[src/rtl/prog_seq_pkg.sv]
// Shared state encoding and program base-address table for the run sequencer.
package prog_seq_pkg;

  localparam int PROG_IDX_W = 2;
  localparam int MAX_PROGS  = 4;

  typedef enum logic [2:0] {
    IDLE   = 3'd0,
    HOLD   = 3'd1,
    LAUNCH = 3'd2,
    RUN    = 3'd3,
    NEXT   = 3'd4,
    FIN    = 3'd5
  } seq_state_t;

  // Packed MSB-first: entry 0 is the rightmost element.
  localparam logic [MAX_PROGS-1:0][15:0] BASE = {16'd0, 16'd342, 16'd171, 16'd0};

  function automatic logic [15:0] base_addr(input logic [PROG_IDX_W-1:0] idx);
    return BASE[idx];
  endfunction

endpackage

[src/rtl/seq_cycle_counter.sv]
// Clearable up-counter with a limit compare; hit_o marks the enabled cycle
// whose increment brings the count up to limit_i.
module seq_cycle_counter #(
  parameter int W = 16
) (
  input  logic         clk_i,
  input  logic         rst_i,
  input  logic         clear_i,
  input  logic         en_i,
  input  logic [W-1:0] limit_i,
  output logic [W-1:0] count_o,
  output logic         hit_o
);

  logic [W-1:0] cnt_q;
  logic [W-1:0] cnt_d;

  always_comb begin
    cnt_d = cnt_q;
    if (clear_i) begin
      cnt_d = '0;
    end else if (en_i) begin
      cnt_d = cnt_q + W'(1);
    end else begin
      cnt_d = cnt_q;
    end
  end

  always_ff @(posedge clk_i) begin
    if (rst_i) begin
      cnt_q <= '0;
    end else begin
      cnt_q <= cnt_d;
    end
  end

  assign count_o = cnt_q;
  assign hit_o   = ((cnt_q + W'(1)) == limit_i);

endmodule

[src/rtl/prog_sequencer.sv]
// Run controller: holds the core in init, launches each program's base address
// through the PC jump port, and reports per-program RUN cycle counts.
module prog_sequencer
  import prog_seq_pkg::*;
#(
  parameter int               NUM_PROGS   = 3,
  parameter int               ADDR_W      = 16,
  parameter int               CNT_W       = 16,
  parameter int               INIT_CYCLES = 2,
  parameter logic [CNT_W-1:0] TIMEOUT     = 16'hFFFF
) (
  input  logic                  CLK,
  input  logic                  init,
  input  logic                  start,
  input  logic                  core_halt,
  output logic                  core_init,
  output logic                  seq_jump_en,
  output logic [ADDR_W-1:0]     seq_target,
  output logic                  busy,
  output logic                  done,
  output logic [PROG_IDX_W-1:0] prog_idx,
  output logic                  result_valid,
  output logic [CNT_W-1:0]      result_cycles,
  output logic                  result_timeout
);

  seq_state_t       state_q;
  logic [CNT_W-1:0] cnt_s;
  logic [CNT_W-1:0] limit_s;
  logic             cnt_hit_s;
  logic             cnt_en_s;

  // HOLD and RUN never overlap, so one counter serves both; it is cleared in every other state.
  assign cnt_en_s = (state_q == HOLD) || (state_q == RUN);
  assign limit_s  = (state_q == HOLD) ? CNT_W'(INIT_CYCLES) : TIMEOUT;

  seq_cycle_counter #(.W(CNT_W)) u_cnt (
    .clk_i   (CLK),
    .rst_i   (init),
    .clear_i (!cnt_en_s),
    .en_i    (cnt_en_s),
    .limit_i (limit_s),
    .count_o (cnt_s),
    .hit_o   (cnt_hit_s)
  );

  always_ff @(posedge CLK) begin
    if (init) begin
      state_q        <= IDLE;
      core_init      <= 1'b0;
      seq_jump_en    <= 1'b0;
      seq_target     <= '0;
      busy           <= 1'b0;
      done           <= 1'b0;
      prog_idx       <= '0;
      result_valid   <= 1'b0;
      result_cycles  <= '0;
      result_timeout <= 1'b0;
    end else begin
      result_valid <= 1'b0;
      seq_jump_en  <= 1'b0;
      seq_target   <= '0;
      case (state_q)
        IDLE, FIN: begin
          if (start) begin
            state_q   <= HOLD;
            prog_idx  <= '0;
            busy      <= 1'b1;
            done      <= 1'b0;
            core_init <= 1'b1;
          end
        end
        HOLD: begin
          if (cnt_hit_s) begin
            state_q     <= LAUNCH;
            core_init   <= 1'b0;
            seq_jump_en <= 1'b1;
            seq_target  <= ADDR_W'(base_addr(prog_idx));
          end
        end
        LAUNCH: state_q <= RUN;
        RUN: begin
          // Halt takes priority over a timeout landing on the same cycle.
          if (core_halt || cnt_hit_s) begin
            state_q        <= NEXT;
            result_valid   <= 1'b1;
            result_cycles  <= cnt_s + CNT_W'(1);
            result_timeout <= !core_halt;
          end
        end
        NEXT: begin
          if (prog_idx == PROG_IDX_W'(NUM_PROGS - 1)) begin
            state_q <= FIN;
            busy    <= 1'b0;
            done    <= 1'b1;
          end else begin
            state_q   <= HOLD;
            prog_idx  <= prog_idx + PROG_IDX_W'(1);
            core_init <= 1'b1;
          end
        end
        default: state_q <= IDLE;
      endcase
    end
  end

endmodule

[config.mk]
export PLATFORM = sky130hd
export DESIGN_NAME = prog_sequencer
export DESIGN_NICKNAME = d
export VERILOG_FILES = /design/src/rtl/prog_seq_pkg.sv /design/src/rtl/seq_cycle_counter.sv /design/src/rtl/prog_sequencer.sv
export SDC_FILE = /design/constraint.sdc
export NUM_CORES = 1
export LEC_CHECK = 0
export BUFFER_PORTS_ARGS = -buffer_cell sky130_fd_sc_hd__buf_4
export CORE_ASPECT_RATIO = 0.8
export CORE_MARGIN = 1
export CORE_UTILIZATION = 29
export CTS_CLUSTER_DIAMETER = 100
export CTS_CLUSTER_SIZE = 40
export DETAILED_ROUTE_END_ITERATION = 8
export PLACE_DENSITY = 0.44
export SETUP_SLACK_MARGIN = 0.4
export SLEW_MARGIN = 20
export SYNTH_ARGS = -nofsm -noshare
export SYNTH_HDL_FRONTEND = slang
export SYNTH_HIERARCHICAL = 1
export SYNTH_SLANG_ARGS = --single-unit
[constraint.sdc]
create_clock -name CLK -period 3.6 [get_ports CLK]
set_clock_uncertainty 0.2 [all_clocks]
set_input_delay 0.72 -clock CLK [delete_from_list [all_inputs] [get_ports CLK]]
set_output_delay 0.72 -clock CLK [all_outputs]
set_load 0.01 [all_outputs]
=== Word level (Yosys, flattened, before mapping) ===
Cells that the tools add are included.

* Flip-flop bits (word level): 59
* Input bits: 4
* Output and inout bits: 40

* Equality and inequality tests: 12
* $lt $le $gt $ge: 1
* Add/sub/neg operators: 2
* Mux-type cells: 22
* Bitwise gates (word level): 4
* Reductions and logical operators: 16

{| class="wikitable"
|+ Operators with widths
! kind !! number
|-
| $bmux W16 S2 || 1
|-
| $mux W16 || 2
|-
| $add A16 B1 Y16 const B || 1
|-
| $eq A16 B16 Y1 || 1
|-
| $pmux W3 S5 || 1
|-
| $mux W3 || 4
|-
| $reduce_and A3 Y1 || 3
|-
| $mux W1 || 8
|-
| $ne A2 B2 Y1 const B || 4
|-
| $reduce_or A2 Y1 || 4
|-
| $eq A3 B2 Y1 const B || 2
|-
| $eq A3 B3 Y1 const B || 2
|-
| $mux W2 || 2
|-
| $not A1 Y1 || 4
|-
| $pmux W1 S2 || 2
|-
| $pmux W2 S2 || 1
|-
| $reduce_and A4 Y1 || 1
|-
| $eq A3 B1 Y1 const B || 1
|-
| $logic_not A3 Y1 || 1
|-
| $lt A2 B3 Y1 const B || 1
|-
| $pmux W1 S3 || 1
|-
| $reduce_bool A3 Y1 || 1
|-
| $reduce_or A3 Y1 || 1
|-
| $add A2 B1 Y2 const B || 1
|-
| other kinds (6) || 7
|}

=== Longest topological paths before layout ===
Gate-level depths: netlist of the first run.

* Depth in word-level cells: 6
* Gate-level depth with buffers: 14
* Mapped depth without buffers: 12

=== Hierarchy ===
The synthesis of the first run kept the hierarchy.

{| class="wikitable"
|+ By module, submodules not included
! module !! cells each !! times used !! area an instance (sq um)
|-
| prog_sequencer || 182 || 1 || 1625.3
|-
| seq_cycle_counter || 155 || 1 || 1280.0
|}

=== Worst setup path after synthesis of the first run ===
OpenSTA, ideal clock, no wires.

* Path kind: reg-to-reg
* From: reg state_q[1]
* To: reg result_cycles[0]
* Arrival: 3488 ps
* Setup time: 80 ps
* Path buffers: 2
* Setup slack: -168 ps
* Period minus slack after synthesis: 3768 ps
* Cell stages (with the launch flop): 15
* Path through: dfxtp_1 -> clkbuf_1 -> inv_2 -> nand2_1 -> xnor2_1 -> xor2_1 -> o41a_1 -> nor3_2 -> nand4_1 -> nor4_2 -> nor2_1 -> nor3_4 -> buf_6 -> nor2_1 -> a211oi_2

* Word-level cells in the longest chain between the ends: 5
* Elaborated cells on any way between the ends: 6
* Those cells by class: 3 x eq/ne; 1 x mux; 2 x reduce/logical

{| class="wikitable"
|+ Ends and longest elaborated chain
! what !! RTL line !! text
|-
| start, declared || prog_sequencer.sv:27 || <nowiki>seq_state_t state_q;</nowiki>
|-
| start signal, assigned || prog_sequencer.sv:49 || <nowiki>state_q <= IDLE;</nowiki>
|-
| start signal, assigned || prog_sequencer.sv:66 || <nowiki>state_q <= HOLD;</nowiki>
|-
| start signal, assigned || prog_sequencer.sv:75 || <nowiki>state_q <= LAUNCH;</nowiki>
|-
| $eq A3 B1 Y1 || prog_sequencer.sv:35 || <nowiki>assign limit_s = (state_q == HOLD) ? CNT_W'(INIT_CYCLES) : TIMEOUT;</nowiki>
|-
| $mux W16 || prog_sequencer.sv:35 ||
|-
| net limit_s[0] || prog_sequencer.sv:29 || <nowiki>logic [CNT_W-1:0] limit_s;</nowiki>
|-
| $eq A16 B16 Y1 || seq_cycle_counter.sv:38 || <nowiki>assign hit_o = ((cnt_q + W'(1)) == limit_i);</nowiki>
|-
| net cnt_hit_s || prog_sequencer.sv:30 || <nowiki>logic cnt_hit_s;</nowiki>
|-
| $logic_or A1 B1 Y1 || prog_sequencer.sv:84 || <nowiki>if (core_halt || cnt_hit_s) begin</nowiki>
|-
| $reduce_and A2 Y1 (no source line) || -- ||
|-
| end signal, assigned || prog_sequencer.sv:87 || <nowiki>result_cycles <= cnt_s + CNT_W'(1);</nowiki>
|-
| end, declared || prog_sequencer.sv:23 || <nowiki>output logic [CNT_W-1:0] result_cycles,</nowiki>
|}

The timed path passes the listed nets, and every way through them passes these cells.
A chain may end at the register's enable or synchronous reset.

=== Worst setup path after layout of the first run ===
* From: reg state_q[0]
* To: reg result_cycles[1]

The elaborated chain is that of the path after synthesis.

==> metrics.md, run 1 <==
| Metric | Value |
|---|---|
| Mux share of post-synthesis cell area | 1.034% |
| Mapped Cells | 337 |
| Total power | about 1100 uW |
| Hold/Removal Path Class | reg2reg |
| EDFF count, synth | 0 |
| TritonCTS clock tree | built |
| Min cycle time layout | 3.007 ns |
| Routed WL | 7444 um |
| Antenna diodes | 0 |
| Routed wire per std cell | 14.32 um |
| Synthesis Warnings | 6 |
| Number of clock sinks | 46 |
| Register area share after synthesis | approximately a third |
| Complex-gate fraction of the synthesized area | between 10 and 15% |
| FMAX | ~0.33 GHz |
| XOR/XNOR Fraction of Synth Area | 14.77% |
| Clk buf depth | 2 |
| Vias per inst | 4.731 |
| CP arrival | 2.97 ns |
| Unrepaired setup endpoints after global routing | no |
| Synth unique cells | 54 |
| Grt total ovfl | 0 |
| Starting density of the core | between 20% and 30% |
| Final setup fails | 0 |
| Critical path class | reg2reg |
| Power density cells | ~310 mW/mm2 |
| Worst-skew pair later-pin latency | roughly 0.29 ns |
| Post-DP HPWL | 5125 um |
| Router iterations before antenna repair | 4 |
| # rows | 32 |
| Ratio of final minimum period to clock period | 83.54% |
| Fin Setup TNS | 0 ns |
| Critical Path Start | state_q[0]$_SDFFE_PP0P_ |
| Crit-path slowest cell | o41a_1 |
| Post-Synth Simple-Gate Area | 26.23% |
| Layout cells sized above 1 | about a third |
| First-pass GRT wire length | 12010 um |
| Mapped cell area | 0.002905 mm2 |
| Initial antenna violation count | 0 |
| Total CTS buffers | 5 |
| Post-detailed-route count of antenna-violating nets | 0 |
| Full die area | 0.01043 mm2 |
| Die height | 91.53 um |
| Most numerous cell on the critical path | buf_6 |
| Main combinational cell family by area after synthesis | simple AND/OR/NAND/NOR gates |
| Hold_ws | between 0.2 and 0.3 ns |
| Post-synthesis async set-or-reset flop share | 0% |
| Pin count of the biggest net entering global routing | 31 |
| Clock transition at the registers of the reported paths | around 0.060 ns |
| Final #Nets | 392 |
| Die width | between 100 and 150 um |
| RR Startpoint | state_q[0]$_SDFFE_PP0P_ |
| CP Max Fanout | 8 |
| Syn-to-layout area delta | 26.44% |
| #FFs+latches synth | between 40 and 50 |
| Critical Path RT | 3.56 ns |
| Detailed-route DRC error count | 0 |
| Critical Path End Type | flop |
| CORE AREA | a little under 0.01 mm2 |
| CP max stage delay | roughly 0.4 ns |
| Post-synthesis adder-cell area fraction | approximately 2.2% |
| CTS HTree Levels | 2 |
| Worst hold start | core_init$_SDFFE_PP0P_ |
| Maxcap violations | 0 |
| Worst VDD drop | between 0.15 and 0.2 mV |
| Crit path launch type | flop |
| Buffers on Ports | 36 |
| DRT iter0 DRCs | 140 |
| Via count | 2460 |
| Synth Flop Type | dfxtp_1 |
| Syn Area/Cell | 8.621 um2 |
| Io pins | 44 |
| Clock root cell | clkbuf_16 |
| Status | finished, final reports clean |
| Final weighted congestion in routability-driven placement | approximately 0.74 |
| # hold bufs at CTS | 0 |
| Max-slew violation count | 0 |
| Worst-path cell chain | nor2b_4, buf_6, nand2_8, buf_4, xnor2_1, o41a_1, nor3_2, nand4_1, nor4_4, nor2_2, nor3_4, buf_6, buf_6, mux2i_1, nor2_1 |
| Leak | 0.001297 uW |
| Vias in the first global route | ~2300 |
| Final Hold Fails | 0 |
| GRT Total Usage | 14.74% |
==> per-stage QoR <==
step	utilization (%)	cell area [um2]	instances	setup WS [ns]
3_3_place_gp	33.79	3274	497	0.3955
2_1_floorplan	-	2957	343	0.4029
5_1_grt	37.91	3674	520	0.3608
4_1_cts	36.56	3542	512	0.4073
3_5_place_dp	33.79	3274	497	0.3370
6_report	37.91	3674	520	0.5927
==> per-layer routing <==
metal	track usage (%)	wire length [um]	vias to the layer above
met1	22.56	3953	1157
met5	0	0	-
met2	20.93	3174	41
met4	3.139	25	0
met3	2.870	291	2
li1	-	-	1260
==> kinds of logic after synthesis <==
group / after synthesis
flip-flops: 46
adder cells (fa/ha/maj): 5
multiplexers: 3
XOR/XNOR: 49
buffers and inverters: 41
AO/OA/AOI/OAI: 54
AND/OR/NAND/NOR: 137
other: 2
==> power by group <==
part | switching [uW] | internal (uW) | total (uW) | leakage (uW)
clock | 198 | 328 | 526 | 0.0000771
combinational | 58.3 | 42.6 | 101 | 0.000845
sequential | 2.50 | 512 | 515 | 0.000376
total | 259 | 883 | 1140 | 0.00130
==> worst max-delay path, delay by kind of cell (launching register included) <==
family	cells	cell delay, ns
XOR/XNOR	1	0.13
flip-flops	1	0.33
AND/OR/NAND/NOR	8	1.12
AO/OA/AOI/OAI	1	0.39
buffers and inverters	4	0.55
multiplexers	1	0.18
==> final timing paths <==
path              cells after the start  slack, ns                       endpoint
setup / recovery                     15       0.59  result_cycles[1]$_SDFFE_PP0P_
hold / removal                        1       0.27         core_init$_SDFFE_PP0P_
setup reg to reg                     15       0.59  result_cycles[1]$_SDFFE_PP0P_
hold reg to reg                       1       0.27         core_init$_SDFFE_PP0P_
==> flip-flops by register name, summed over array words and instances (netlist names) <==
| signal | count |
|---|---|
| u_cnt/count_o | 16 |
| result_valid | 1 |
| core_init | 1 |
| result_timeout | 1 |
| seq_jump_en | 1 |
| state_q | 3 |
| done | 1 |
| seq_target | 3 |
| prog_idx | 2 |
| busy | 1 |
| result_cycles | 16 |
==> final cells by class <==
type / count / area [um2]
clock inverter: 2 / 37.54
multi-input combinational: 257 / 1837
fill: 1018 / 6016
clock buffer: 6 / 128.9
sequential: 46 / 932.1
timing repair buffer: 66 / 539.3
tap: 136 / 170.2
inverter: 7 / 28.78
==> layout by cell type, fill, tap and decap left out, drive strengths merged, types with 10 or more instances in the layout <==
cell | synthesis | routed
nand2 | 16 | 17
xnor2 | 30 | 30
xor2 | 19 | 19
o21ai | 10 | 10
nor3 | 16 | 16
a21oi | 11 | 11
dfxtp | 46 | 46
nand3 | 15 | 15
nand4 | 15 | 15
a211oi | 18 | 18
nor2 | 44 | 44
buf | 21 | 65
==> repair_timing <==
action	CTS	global route
cloned	2	1
resized for setup	8	20
endpoints found under the setup margin	18	21
setup buffers	5	7
pin swaps	2	9
==> Yosys cell counts, types with 2 or more instances <==
cell | n | area [um2]
clkbuf_2 | 4 | 20.02
dfxtp_1 | 46 | 920.9
buf_6 | 3 | 33.78
o22ai_1 | 3 | 18.77
and3_1 | 2 | 12.51
nand2_1 | 16 | 60.06
o21ai_0 | 10 | 50.05
mux2i_1 | 3 | 30.03
buf_1 | 3 | 11.26
a211oi_1 | 4 | 30.03
nand4_1 | 13 | 81.33
nor3_1 | 14 | 70.07
inv_2 | 2 | 7.510
nor4_1 | 6 | 37.54
nor2b_1 | 4 | 25.02
or3_1 | 4 | 25.02
ha_1 | 5 | 62.56
xor2_1 | 19 | 166.4
nor2_1 | 44 | 165.2
inv_1 | 5 | 18.77
clkbuf_8 | 3 | 41.29
xnor2_1 | 30 | 262.8
a211oi_2 | 14 | 175.2
a31oi_1 | 3 | 18.77
nand4_4 | 2 | 42.54
a21oi_1 | 11 | 55.05
conb_1 | 2 | 7.510
nand3_1 | 14 | 70.07
clkbuf_1 | 6 | 22.52
and2_1 | 3 | 18.77
buf_4 | 15 | 112.6
nand2b_1 | 2 | 12.51
Note: power is estimated with default switching activity, not from simulation.
==> run 2, diff against run 1 <==
==> constraint.sdc (replaced) <==
create_clock -name CLK -period 2.65 [get_ports CLK]
set_clock_uncertainty 0.2 [all_clocks]
set_input_delay 0.53 -clock CLK [delete_from_list [all_inputs] [get_ports CLK]]
set_output_delay 0.53 -clock CLK [all_outputs]
set_load 0.01 [all_outputs]
==> run 2 against run 1 <==
The flow now finishes with violations (negative setup slack). Largest cell class unchanged. Core utilization is 2.2 points higher. Count of clock-buffer cells in the layout is 1 lower. Routed wire length is 3.7% higher. Highest routed layer unchanged. Via count increased by 4.1%. Critical path depth grew 1. Power rose by 27%. Register-to-register slack got worse by 0.83 ns. Cell area grew 5.8%. Die area did not move. Final cell count increased by 5.8%.
==> metrics.md, run 2 (synthesized netlist as in run 1, its figures left out) <==
| Metric | Value |
|---|---|
| Total CTS buffers | 5 |
| Most frequent cells in the layout | 89 x buf_4, 42 x dfxtp_1, 38 x nor2_1 |
| CP arrival | 2.90 ns |
| Most common cell after layout, fill and taps aside | buf_4 |
| Starting density of the core | approximately 30% |
| Fill count | 999 |
| Critical Path RT | 2.66 ns |
| Ratio of final minimum period to clock period | 109.0% |
| Psw | 347.2 uW |
| CORE AREA | 0.009689 mm2 |
| CTS HTree Levels | 2 |
| Number of clock sinks | 46 |
| Sw Ratio | 24.02% |
| Pin count of the biggest net entering global routing | 31 |
| Worst VDD drop | 0.1925 mV |
| Layout cells sized above 1 | 37.44% |
| Initial antenna violation count | 0 |
| Critical Path End Type | flop |
| Vias in the first global route | ~2400 |
| Die width | 113.9 um |
| Internal power | 1098 uW |
| Clock transition at the registers of the reported paths | 0.06 ns |
| Antenna diodes | 0 |
| GRT Total Usage | 15.53% |
| DRT iter0 DRCs | 119 |
| Failing checks | negative setup slack |
| Fin Setup TNS | -3.726 ns |
| Clock root cell | clkbuf_16 |
| Detailed-route DRC error count | 0 |
| Routed wire per std cell | 14.03 um |
| DP Worst Slack | -0.3133 ns |
| Syn-to-layout area delta | 33.72% |
| Clk pwr share | 41.8% |
| Setup ws final | -0.2398 ns |
| Grt total ovfl | 0 |
| Final #Nets | about 420 |
| Unrepaired setup endpoints after global routing | yes |
| Io pins | 44 |
| Hold_ws | 0.2610 ns |
| TritonCTS clock tree | built |
| Power density cells | 372.1 mW/mm2 |
| Full die area | 0.01043 mm2 |
| Worst-skew pair later-pin latency | 0.29 ns |
| Leak | between 0.001 and 0.0015 uW |
| R2R depth | 16 |
| Final setup fails | 23 |
| Routed WL | 7716 um |
| Via count | 2562 |
| Buffers on Ports | 36 |
| Crit path launch type | flop |
| Worst hold path depth | 1 |
| # rows | 32 |
| # hold bufs at CTS | 0 |
| First-pass GRT wire length | 12500 um |
| Min cycle time layout | 2.890 ns |
| Hold/Removal Path Class | reg2reg |
| Final Hold Fails | 0 |
| CP Max Fanout | 7 |
| Seq pwr share | 48.3% |
| Router iterations before antenna repair | 4 |
| Critical path class | reg2reg |
| Total power | 1446 uW |
| Post-detailed-route count of antenna-violating nets | 0 |
| Die height | 91.53 um |
| Maxcap violations | 0 |
| Comb pwr share | slightly below 10% |
| Final weighted congestion in routability-driven placement | 0.8030 |
| Vias per inst | around 4.7 |
| FMAX | 0.3460 GHz |
| Post-DP HPWL | 5582 um |
| Max-slew violation count | 0 |
| Status | complete, but fails checks |
| Post-layout util | 40.10% |
| Clk buf depth | 2 |
[run 2: timing repair]
action / CTS / global route
setup buffers: 9 / 4
gates resized for setup: 23 / 6
pin swaps: 5 / 4
gates cloned: 3 / 0
setup endpoints to repair: 26 / 26
[run 2: through the flow]
step / area, um2 / instances
floorplan: 3002 / 343
finish: 3885 / 550
global placement: 3545 / 527
detailed placement: 3545 / 527
global route: 3885 / 550
CTS: 3836 / 546
[run 2: power groups by stage]
stage / combinational (uW) / sequential (uW) / clock, uW
floorplan: 95.4 / 717 / 0
global placement: 131 / 714 / 0
detailed placement: 130 / 714 / 0
CTS: 138 / 699 / 626
global route: 157 / 699 / 649
finish: 143 / 699 / 604
[run 2: per-layer routing]
metal,vias up,part of all wire [%],GRT usage (%),routed length [um]
li1,1313,-,-,-
met2,63,42,22.00,3228
met1,1179,52,23.73,4040
met4,0,0.45,3.571,35
met5,-,0,0,0
met3,7,5.3,2.937,411
[run 2: final cells by class]
class | instances | area (um2) | share of cell area (%)
Multi-Input combinational cell | 256 | 1852 | 47.67
Sequential cell | 46 | 925.9 | 23.83
Timing Repair Buffer | 98 | 773.2 | 19.90
Tap cell | 136 | 170.2 | 4.380
Clock buffer | 5 | 125.1 | 3.221
Inverter | 7 | 28.78 | 0.7407
Clock inverter | 2 | 10.01 | 0.2576
[run 2: worst paths after layout]
path,start,endpoint,slack (ns)
hold / removal,core_init$_SDFFE_PP0P_,core_init$_SDFFE_PP0P_,0.26
setup reg to reg,state_q[0]$_SDFFE_PP0P_,result_cycles[14]$_SDFFE_PP0P_,-0.24
hold reg to reg,core_init$_SDFFE_PP0P_,core_init$_SDFFE_PP0P_,0.26
setup / recovery,state_q[0]$_SDFFE_PP0P_,result_cycles[14]$_SDFFE_PP0P_,-0.24
[run 2: worst max-delay path: stages, from the launching register on]
cell,delay [ns]
dfxtp_2,0.32
nor2b_4,0.15
buf_6,0.12
nand2_8,0.07
xnor2_4,0.15
xor2_1,0.14
o41a_1,0.33
nor3_2,0.12
nand4_1,0.15
nor4_4,0.21
nor2_2,0.10
nor3_4,0.19
buf_6,0.13
buf_6,0.09
buf_6,0.11
nor2_1,0.05
a211oi_2,0.17
